==> src/rtl/mountaincar_pkg.sv <==
// Shared constants and types for MountainCar environment sequencers.
// Floats are handled purely as IEEE-754 single-precision bit patterns.
package mountaincar_pkg;

  localparam logic [31:0] GOAL_POS = 32'h3F000000;
  localparam logic [31:0] MIN_POS  = 32'hBF99999A;
  localparam logic [31:0] FZERO    = 32'h00000000;
  localparam logic [31:0] NZERO    = 32'h80000000;

  localparam logic [1:0] ACT_LEFT  = 2'd0;
  localparam logic [1:0] ACT_NONE  = 2'd1;
  localparam logic [1:0] ACT_RIGHT = 2'd2;

  typedef enum logic [3:0] {
    S_IDLE,
    S_READY,
    S_VEL_REQ,
    S_VEL_WAIT,
    S_POS_REQ,
    S_POS_WAIT,
    S_FIXUP,
    S_OBS,
    S_ERR
  } state_t;

endpackage

==> src/rtl/mountaincar_term_check.sv <==
// Combinational end-of-step rules: left-wall velocity clamp, goal and truncation.
// Bit-level float compares; valid because only non-negative magnitudes are ordered.
module mountaincar_term_check
  import mountaincar_pkg::*;
#(
  parameter int POS_WL    = 32,
  parameter int VEL_WL    = 32,
  parameter int CNT_WL    = 16,
  parameter int MAX_STEPS = 200
) (
  input  logic [POS_WL-1:0] pos,
  input  logic [VEL_WL-1:0] vel,
  input  logic [CNT_WL-1:0] step_cnt,
  output logic [VEL_WL-1:0] vel_fix,
  output logic              done,
  output logic              trunc
);

  logic at_wall;
  logic vel_neg;
  logic pos_goal;
  logic vel_fix_nonneg;

  // -0.0 is not a leftward velocity, so it survives the wall clamp untouched
  assign at_wall        = (pos == POS_WL'(MIN_POS));
  assign vel_neg        = vel[VEL_WL-1] && (vel != VEL_WL'(NZERO));
  assign vel_fix        = (at_wall && vel_neg) ? VEL_WL'(FZERO) : vel;

  assign pos_goal       = !pos[POS_WL-1] && (pos >= POS_WL'(GOAL_POS));
  assign vel_fix_nonneg = !vel_fix[VEL_WL-1] || (vel_fix == VEL_WL'(NZERO));
  assign done           = pos_goal && vel_fix_nonneg;
  assign trunc          = (step_cnt == CNT_WL'(MAX_STEPS)) && !done;

endmodule

==> src/rtl/mountaincar_step_ctrl.sv <==
// MountainCar episode/step sequencer: owns (pos, vel), drives the velocity and
// position engines for each accepted action and returns an observation.
module mountaincar_step_ctrl
  import mountaincar_pkg::*;
#(
  parameter int VEL_WL    = 32,
  parameter int POS_WL    = 32,
  parameter int ACT_WL    = 2,
  parameter int MAX_STEPS = 200,
  parameter int CNT_WL    = 16,
  parameter int TIMEOUT   = 64
) (
  input  logic              i_clk,
  input  logic              i_rst_n,
  input  logic              i_reset_req,
  input  logic [POS_WL-1:0] i_init_pos,
  input  logic              i_act_valid,
  input  logic [ACT_WL-1:0] i_act,
  output logic              o_act_ready,
  output logic              o_obs_valid,
  input  logic              i_obs_ready,
  output logic [POS_WL-1:0] o_pos,
  output logic [VEL_WL-1:0] o_vel,
  output logic              o_done,
  output logic              o_trunc,
  output logic [CNT_WL-1:0] o_step_cnt,
  output logic              o_err,
  output logic              o_ve_ena,
  output logic [VEL_WL-1:0] o_ve_vel,
  output logic [POS_WL-1:0] o_ve_pos,
  output logic [ACT_WL-1:0] o_ve_act,
  input  logic              i_ve_valid,
  input  logic [VEL_WL-1:0] i_ve_vel,
  output logic              o_pe_ena,
  output logic [POS_WL-1:0] o_pe_pos,
  output logic [VEL_WL-1:0] o_pe_vel,
  input  logic              i_pe_valid,
  input  logic [POS_WL-1:0] i_pe_pos
);

  // state      | meaning
  // IDLE       | after reset, waiting for the first episode start
  // READY      | offering o_act_ready unless the episode has ended
  // VEL_REQ    | one-cycle velocity engine start
  // VEL_WAIT   | waiting for velocity result, timeout armed
  // POS_REQ    | one-cycle position engine start
  // POS_WAIT   | waiting for position result, timeout armed
  // FIXUP      | apply wall / goal / truncation rules
  // OBS        | observation offered to the agent
  // ERR        | engine timed out; only an episode reset leaves

  localparam int TMR_WL = $clog2(TIMEOUT + 1);

  state_t              state;
  logic [POS_WL-1:0]   pos_q;
  logic [VEL_WL-1:0]   vel_q;
  logic [ACT_WL-1:0]   act_q;
  logic [CNT_WL-1:0]   step_cnt_q;
  logic [TMR_WL-1:0]   tmr;
  logic                done_q;
  logic                trunc_q;
  logic                err_q;
  logic                ve_ena_q;
  logic                pe_ena_q;
  logic                act_ready_q;
  logic                obs_valid_q;

  logic [VEL_WL-1:0]   fix_vel;
  logic                fix_done;
  logic                fix_trunc;
  logic                reset_ok;

  mountaincar_term_check #(
    .POS_WL   (POS_WL),
    .VEL_WL   (VEL_WL),
    .CNT_WL   (CNT_WL),
    .MAX_STEPS(MAX_STEPS)
  ) u_term_check (
    .pos     (pos_q),
    .vel     (vel_q),
    .step_cnt(step_cnt_q),
    .vel_fix (fix_vel),
    .done    (fix_done),
    .trunc   (fix_trunc)
  );

  assign reset_ok = i_reset_req &&
                    ((state == S_IDLE) || (state == S_READY) ||
                     (state == S_OBS)  || (state == S_ERR));

  always_ff @(posedge i_clk or negedge i_rst_n) begin
    if (!i_rst_n) begin
      state       <= S_IDLE;
      pos_q       <= '0;
      vel_q       <= '0;
      act_q       <= '0;
      step_cnt_q  <= '0;
      tmr         <= '0;
      done_q      <= 1'b0;
      trunc_q     <= 1'b0;
      err_q       <= 1'b0;
      ve_ena_q    <= 1'b0;
      pe_ena_q    <= 1'b0;
      act_ready_q <= 1'b0;
      obs_valid_q <= 1'b0;
    end else begin
      ve_ena_q <= 1'b0;
      pe_ena_q <= 1'b0;
      if (reset_ok) begin
        pos_q       <= i_init_pos;
        vel_q       <= '0;
        step_cnt_q  <= '0;
        done_q      <= 1'b0;
        trunc_q     <= 1'b0;
        err_q       <= 1'b0;
        act_ready_q <= 1'b0;
        obs_valid_q <= 1'b1;
        state       <= S_OBS;
      end else begin
        case (state)
          S_READY: begin
            if (act_ready_q && i_act_valid) begin
              act_q       <= i_act;
              if (step_cnt_q != '1) step_cnt_q <= step_cnt_q + 1'b1;
              act_ready_q <= 1'b0;
              ve_ena_q    <= 1'b1;
              state       <= S_VEL_REQ;
            end
          end
          S_VEL_REQ: begin
            tmr   <= TMR_WL'(TIMEOUT - 1);
            state <= S_VEL_WAIT;
          end
          S_VEL_WAIT: begin
            if (i_ve_valid) begin
              vel_q    <= i_ve_vel;
              pe_ena_q <= 1'b1;
              state    <= S_POS_REQ;
            end else if (tmr == '0) begin
              err_q <= 1'b1;
              state <= S_ERR;
            end else begin
              tmr <= tmr - 1'b1;
            end
          end
          S_POS_REQ: begin
            tmr   <= TMR_WL'(TIMEOUT - 1);
            state <= S_POS_WAIT;
          end
          S_POS_WAIT: begin
            if (i_pe_valid) begin
              pos_q <= i_pe_pos;
              state <= S_FIXUP;
            end else if (tmr == '0) begin
              err_q <= 1'b1;
              state <= S_ERR;
            end else begin
              tmr <= tmr - 1'b1;
            end
          end
          S_FIXUP: begin
            vel_q       <= fix_vel;
            done_q      <= fix_done;
            trunc_q     <= fix_trunc;
            obs_valid_q <= 1'b1;
            state       <= S_OBS;
          end
          S_OBS: begin
            if (i_obs_ready) begin
              obs_valid_q <= 1'b0;
              act_ready_q <= !done_q && !trunc_q;
              state       <= S_READY;
            end
          end
          S_IDLE, S_ERR: ;
          default: state <= S_IDLE;
        endcase
      end
    end
  end

  assign o_act_ready = act_ready_q;
  assign o_obs_valid = obs_valid_q;
  assign o_pos       = pos_q;
  assign o_vel       = vel_q;
  assign o_done      = done_q;
  assign o_trunc     = trunc_q;
  assign o_step_cnt  = step_cnt_q;
  assign o_err       = err_q;
  assign o_ve_ena    = ve_ena_q;
  assign o_ve_vel    = vel_q;
  assign o_ve_pos    = pos_q;
  assign o_ve_act    = act_q;
  assign o_pe_ena    = pe_ena_q;
  assign o_pe_pos    = pos_q;
  assign o_pe_vel    = vel_q;

endmodule

==> config.mk <==
export PLATFORM = sky130hd
export DESIGN_NAME = mountaincar_step_ctrl
export DESIGN_NICKNAME = d
export VERILOG_FILES = /design/src/rtl/mountaincar_pkg.sv /design/src/rtl/mountaincar_term_check.sv /design/src/rtl/mountaincar_step_ctrl.sv
export SDC_FILE = /design/constraint.sdc
export NUM_CORES = 1
export LEC_CHECK = 0
export CELL_PAD_IN_SITES_DETAIL_PLACEMENT = 1
export CELL_PAD_IN_SITES_GLOBAL_PLACEMENT = 2
export CORE_MARGIN = 4
export CORE_UTILIZATION = 24
export CTS_CLUSTER_DIAMETER = 200
export DETAILED_ROUTE_END_ITERATION = 16
export MAX_ROUTING_LAYER = met4
export PLACE_DENSITY_LB_ADDON = 0.1
export SYNTH_ARGS = -nofsm -noshare
export SYNTH_HDL_FRONTEND = slang
export SYNTH_SLANG_ARGS = --single-unit
==> constraint.sdc <==
create_clock -name i_clk -period 3.7 [get_ports i_clk]
set_input_delay 0.74 -clock i_clk [delete_from_list [all_inputs] [get_ports i_clk]]
set_output_delay 0.74 -clock i_clk [all_outputs]
set_load 0.005 [all_outputs]
==> summary.md, run 1 <==
| Metric | Value |
|---|---|
| Clock sinks | 100 |
| Max_cap viols | 0 |
| Clock power share | between 10% and 20% |
| WL/cell | 19.5 µm |
| Post-synth EDFFs | 0 |
| Latest clock arrival within the worst-skew pair | approximately 370 ps |
| Internal Power | approximately 3.7 mW |
| Std-Cell Rows | 58 |
| Synth warn | 0 |
| Synth-to-layout area growth | 47.8% |
| Synth top cells by count | buf_4 (129), dfrtp_1 (100), nand2_1 (82) |
| Reg-to-reg critical path startpoint | o_pe_pos[4] |
| Power Density | around 670 mW/mm² |
| Die area | between 0.02 and 0.03 mm² |
| Area of the multi-input gates | 0.00245 mm² |
| DRT antenna net count | 0 |
| Initial core utilization | around 24% |
| Placed cell areas | 0.00870 mm² |
| Cell area after layout | between 0.008 and 0.009 mm² |
| # Post-CTS Setup Buffers | 0 |
| Clock period minus worst slack | 2550 ps |
| Setup crit end kind | register |
| Pins over their slew limit | 0 |
| Worst Skew | between 10 and 15 ps |
| Arrival @ worst endpoint | 2780 ps |
| Max VDD drop | around 280 µV |
| Seq pwr share | between 30% and 40% |
| Switch share | 38.2% |
| Root Driver | clkbuf_16 |
| Post-synth top flop | dfrtp_1 |
| Nets | between 900 and 1000 |
| Worst Path Max Fanout | 31 |
| Hold_ws | 456 ps |
| Post-Place Worst Slack | a little under 900 ps |
| Reg2Reg Setup Slack | about 1100 ps |
| Synth top area cells | dfrtp_1 (41%), buf_4 (16%), mux2i_1 (5.4%) |
| Post-route setup slack | between 1000 and 1500 ps |
| # IOs | roughly 320 |
| Vias in the first global route | about 6000 |
| FF/Latch Area | roughly 0.0025 mm² |
| Total grt overflow | 0 |
| Max-Slew Margin vs Limit | 43.1% |
| Switching power | between 2 and 2.5 mW |
| Layout filler cell count | ~2900 |
| CTS Buffer Depth | 2 |
| Initial antenna violation count | 1 |
| Total number of H-tree levels | 3 |
| CP Launch Type | register |
| Syn Nets | between 700 and 800 |
| Capture point of the critical path | o_pe_vel[0] |
| Port Buffers | between 300 and 400 |
| Core area | roughly 0.025 mm² |
| Outcome | finished clean |
| GRT Util Overall | 16.6% |
| Routed Wire Length | ~23000 µm |
| Gp weighted congestion | about 0.84 |
| FF-to-FF End | o_pe_vel[0] |
| Post-synthesis cell count | roughly 660 |
| CTS clk-pin slew, worst paths | around 80 ps |
| RSZ-0062 raised after global routing | false |
| R2R depth | 6 |
| Leading area contributor after synthesis | dfrtp_1 |
| Detailed-placement wirelength estimate | around 17000 µm |
| Fmax | approximately 390 MHz |
| Slew at the pin closest to its max-slew limit | ~850 ps |
| Syn avg cell area | roughly 9.2 µm² |
| # hold bufs at CTS | 0 |
| Routed vias/inst | 4.71 |
| Post-synthesis cell type count | 60 |
| Worst Hold Class | primary input to asynchronous set/reset pin |
| Period utilisation layout | approximately 70% |
| Final setup vio count | 0 |
| Synth top area share | 41.1% |
| Worst path required time | 3930 ps |
| Drt first-iter violations | 222 |
| First-pass GRT wire length | 36000 µm |
| Register bit total from synthesis | 100 |
| Critical Path Start | o_pe_pos[4] |
| CTS resizes | 0 |
| Sequential share of the synthesized area | approximately 41% |
| FFs w/ async S/R, synth | between 90% and 100% |
| Synthesized cell area | 0.00609 mm² |
| Layout cells sized above 1 | 5.08% |
| Setup CP Type | register to register |
| Combinational fraction of design power | 51.6% |
| Pre-Repair DR Iteration Count | 4 |
| Die Width | about 170 µm |
| CTS tree | yes |
| Setup_tns | 0 ps |
| Largest net degree at the start of global routing | 75 |
| DRC | 0 |
| Top-count cell post-synth | buf_4 |
| Pleak | approximately 3.6 nW |
| Vias post-DR | around 5500 |
| Overall Power | 6.05 mW |
| Die height | approximately 170 µm |
| CTS buffer count | 9 |
| Hold Violations, Final | 0 |
[flip-flops by register name (all words and copies together) (netlist names), 2 cells and up]
signal / flops
o_pe_pos: 32
o_pe_vel: 32
o_step_cnt: 16
tmr: 7
state: 4
o_ve_act: 2
[power by group through the flow]
stage	clock network [mW]	logic (mW)	registers (mW)
after floorplan	0	1.88	1.76
after global placement	0	3.12	1.97
after global routing	1.06	3.40	2.05
after CTS	1.01	3.17	1.98
after detailed placement	0	3.16	1.99
final	0.974	3.12	1.96
[cell families after synthesis]
kind of cell | share of synthesized area [%]
AND/OR/NAND/NOR | 16.9
buffers and inverters | 19.0
AO/OA/AOI/OAI | 14.6
flip-flops | 41.1
multiplexers | 5.98
XOR/XNOR | 1.58
adder cells (fa/ha/maj) | 0.822
[worst min-delay path by stage]
stage	start	cells after the start	endpoint	slack (ps)
after floorplan	i_rst_n	0	o_act_ready	440
after global placement	o_ve_act[0]	1	o_ve_act[0]	470
after detailed placement	o_ve_act[1]	1	o_ve_act[1]	480
after CTS	i_rst_n	1	o_step_cnt[8]	500
after global routing	i_rst_n	1	o_step_cnt[8]	510
final	i_rst_n	1	o_step_cnt[8]	460
[final cells by class]
type	instances	area share (%)
well taps	330	4.59
diodes	1	0.0278
repair buffers	329	36.6
clock buffers	9	2.50
clock inverters	7	0.751
flip-flops and latches	100	27.8
multi-input cells	390	27.2
inverters	11	0.459
[per-layer routing]
| metal | track usage [%] | wire (µm) | vias up |
|---|---|---|---|
| met5 | - | 0 | - |
| met4 | 3.78 | 231 | 0 |
| li1 | - | - | 2570 |
| met3 | 3.97 | 1430 | 14 |
| met2 | 28.2 | 11500 | 217 |
| met1 | 20.0 | 9760 | 2747 |
[cells in the final DEF, fill, tap and decap left out, types with 6 or more instances in the layout]
cell               n
clkdlybuf4s50_1  320
dfrtp_1          100
nand2_1           82
o21ai_0           47
o21ai_1           36
mux2i_1           33
a22oi_1           32
nor2_1            18
a21oi_1           13
inv_1             11
nor4_1            11
nand4_1           10
or3_1              9
clkbuf_16          9
nand3_1            8
nor3_1             8
xor2_1             7
buf_4              7
and4_1             6
[critical path, cell delays in order, from the launching register on]
cell and delay (ps):
dfrtp_1 500, nor4bb_1 450, nand4_1 190, or4_1 640, nor2b_2 140, buf_4 330, o21ai_0 140
[metrics by stage]
stage / util (%) / std cells
after floorplan: - / 663
after global placement: 34.8 / 1160
after detailed placement: 34.8 / 1160
after CTS: 35.9 / 1176
after global routing: 35.9 / 1177
final: 35.9 / 1177
Note: power is estimated with default switching activity, not from simulation.
==> run 2: changes to the inputs <==
--- a/config.mk
+++ b/config.mk
@@ -8,7 +8,7 @@
 export CELL_PAD_IN_SITES_DETAIL_PLACEMENT = 1
 export CELL_PAD_IN_SITES_GLOBAL_PLACEMENT = 2
 export CORE_MARGIN = 4
-export CORE_UTILIZATION = 24
+export CORE_UTILIZATION = 22
 export CTS_CLUSTER_DIAMETER = 200
 export DETAILED_ROUTE_END_ITERATION = 16
 export MAX_ROUTING_LAYER = met4
==> constraint.sdc (replaced) <==
create_clock -name i_clk -period 2.35 [get_ports i_clk]
set_input_delay 0.47 -clock i_clk [delete_from_list [all_inputs] [get_ports i_clk]]
set_output_delay 0.47 -clock i_clk [all_outputs]
set_load 0.005 [all_outputs]
==> summary.md, run 2 (synthesized netlist as in run 1, its figures left out) <==
| Metric | Value |
|---|---|
| Drt first-iter violations | 273 (+23%) |
| Vias post-DR | 5652 (+1.9%) |
| Setup_tns | 0 ps (unchanged) |
| GRT Util Overall | 15.9% (-0.66 points) |
| Commonest non-fill, non-tap cell in the layout | clkdlybuf4s50_1 |
| Global-route track usage on met3 | 3.70% (-0.27 points) |
| Pins over their slew limit | 0 (unchanged) |
| Clock power share | 15.8% (-0.3 points) |
| Vias in the first global route | 6287 (+1.9%) |
| DRT antenna net count | 0 (unchanged) |
| Clock period minus worst slack | 2230 ps (-321 ps) |
| R2R depth | 5 (-1) |
| CTS tree | yes |
| Slew at the pin closest to its max-slew limit | 609 ps (-245 ps) |
| Die Width | 174 µm (+4.2%) |
| Initial core utilization | 22.5% (-1.9 points) |
| Latest clock arrival within the worst-skew pair | 360 ps (about the same) |
| Fmax | 448 MHz (+14%) |
| # Post-CTS Setup Buffers | 0 (unchanged) |
| CTS Buffer Depth | 2 (unchanged) |
| Met2 usage | 27.1% (-1.1 points) |
| Max_cap viols | 0 (unchanged) |
| Die area | 0.0304 mm² (+8.6%) |
| Pre-Repair DR Iteration Count | 4 (unchanged) |
| Outcome | finished clean |
| Gp weighted congestion | 0.804 (-4.3%) |
| Worst Path Max Fanout | 3 (-90%) |
| Worst Hold Class | primary input to asynchronous set/reset pin |
| Largest net degree at the start of global routing | 55 (-27%) |
| FF-to-FF End | o_trunc |
| CP Launch Type | register |
| Combinational fraction of design power | 56.2% (+4.6 points) |
| Worst Skew | 11.7 ps (-1.80 ps) |
| Power Density | 1080 mW/mm² (+60%) |
| Pleak | 3.79 nW (+5.2%) |
| Reg2Reg Setup Slack | 120 ps (-1030 ps) |
| CTS clk-pin slew, worst paths | 70 ps (about the same) |
| First-pass GRT wire length | 37300 µm (+3.8%) |
| Internal Power | 6.38 mW (+71%) |
| Met1 GRT Util | 19.0% (-0.98 points) |
| Initial antenna violation count | 0 (-1) |
| Worst path required time | 2590 ps (-1340 ps) |
| Core area | 0.0271 mm² (+8.2%) |
| Reg-to-reg critical path startpoint | o_pe_pos[6] |
| Post-route setup slack | 119 ps (-1030 ps) |
| Period utilisation layout | 94.9% (+26 points) |
| Arrival @ worst endpoint | 2470 ps (-310 ps) |
| Switch share | 36.9% (-1.4 points) |
| Global routing's busiest layer | met2 |
| Routed Wire Length | 24000 µm (+4.6%) |
| Routed vias/inst | 4.51 (-4.2%) |
| Port Buffers | 321 (unchanged) |
| # hold bufs at CTS | 0 (unchanged) |
| Switching power | 3.73 mW (+61%) |
| RSZ-0062 raised after global routing | false |
| Layout cells sized above 1 | 8.86% (+3.8 points) |
| DRC | 0 (unchanged) |
| Hold Violations, Final | 0 (unchanged) |
| WL/cell | 19.2 µm (-1.6%) |
| Most frequent cells in the layout | clkdlybuf4s50_1 (320), dfrtp_1 (100), nand2_1 (82), o21ai_0 (47), buf_4 (37) |
| Max VDD drop | 502 µV (+82%) |
| Root Driver | clkbuf_16 |
| Critical Path Start | o_pe_pos[6] |
| Total grt overflow | 0 (unchanged) |
| Nets | 984 (+3.6%) |
| N_diodes | 0 (-1) |
| Setup CP Type | register to register |
| # IOs | 322 (unchanged) |
| Die height | 174 µm (+4.2%) |
| Capture point of the critical path | o_trunc |
| Synth-to-layout area growth | 54.0% |
| Std-Cell Rows | 60 (+3.4%) |
| Max-Slew Margin vs Limit | 59.4% (+16 points) |
| Post-Place Worst Slack | 62.3 ps (-815 ps) |
| Seq pwr share | 28.0% (-4.3 points) |
| CTS buffer count | 9 (unchanged) |
| Setup crit end kind | register |
| Utilization after layout | 34.6% (-1.4 points) |
| Final setup vio count | 0 (unchanged) |
| Detailed-placement wirelength estimate | 18600 µm (+10%) |
| Clock sinks | 100 (unchanged) |
| Total number of H-tree levels | 3 (unchanged) |
==> run 2: what timing repair did <==
item,CTS,global route
setup endpoints to repair,0,1
hold endpoints to repair,0,0
gates resized for setup,0,1
==> run 2: worst min-delay path by stage <==
stage | depth (start not counted) | startpoint | end | slack (ps)
floorplan | 0 | i_rst_n | o_act_ready | 170
global placement | 1 | i_rst_n | o_pe_pos[8] | 470
detailed placement | 1 | i_rst_n | o_pe_pos[8] | 460
CTS | 1 | i_rst_n | o_pe_pos[15] | 70
global route | 1 | i_rst_n | o_pe_pos[8] | 80
finish | 1 | i_rst_n | o_pe_pos[8] | 60
==> run 2: layout make-up <==
type,instances,area (µm²)
inverters,11,41.3
multi-input cells,390,2450
well taps,372,465
repair buffers,363,3600
clock buffers,9,225
fillers,3042,17700
clock inverters,7,80.1
flip-flops and latches,100,2500
==> run 2: critical path: stages (launching register included) <==
cell,delay (ps)
dfrtp_1,400
nor4bb_1,380
nand4_1,140
or4_1,610
a311o_1,410
a22o_1,190
==> run 2: stage by stage <==
stage,power [mW],area [µm²],hold WS [ps],std cells
after detailed placement,8.67,9060,465,1236
after CTS,10.3,9360,71.2,1252
after floorplan,5.74,6090,174,663
final,10.1,9370,60.8,1252
after global routing,10.9,9370,84.6,1252
after global placement,8.61,9060,469,1236
==> run 2: metal layers <==
layer,routed length (µm),vias to the layer above,share of wire [%]
met3,1480,21,6.2
met5,0,-,0
met1,10100,2773,42
met4,383,0,1.6
met2,12000,221,50
li1,-,2637,-
==> run 2: power by group through the flow <==
stage / clock network, mW / logic [mW] / registers [mW]
global placement: 0 / 5.76 / 2.85
floorplan: 0 / 2.96 / 2.78
detailed placement: 0 / 5.79 / 2.88
finish: 1.59 / 5.69 / 2.83
CTS: 1.67 / 5.83 / 2.85
global route: 1.74 / 6.20 / 2.94
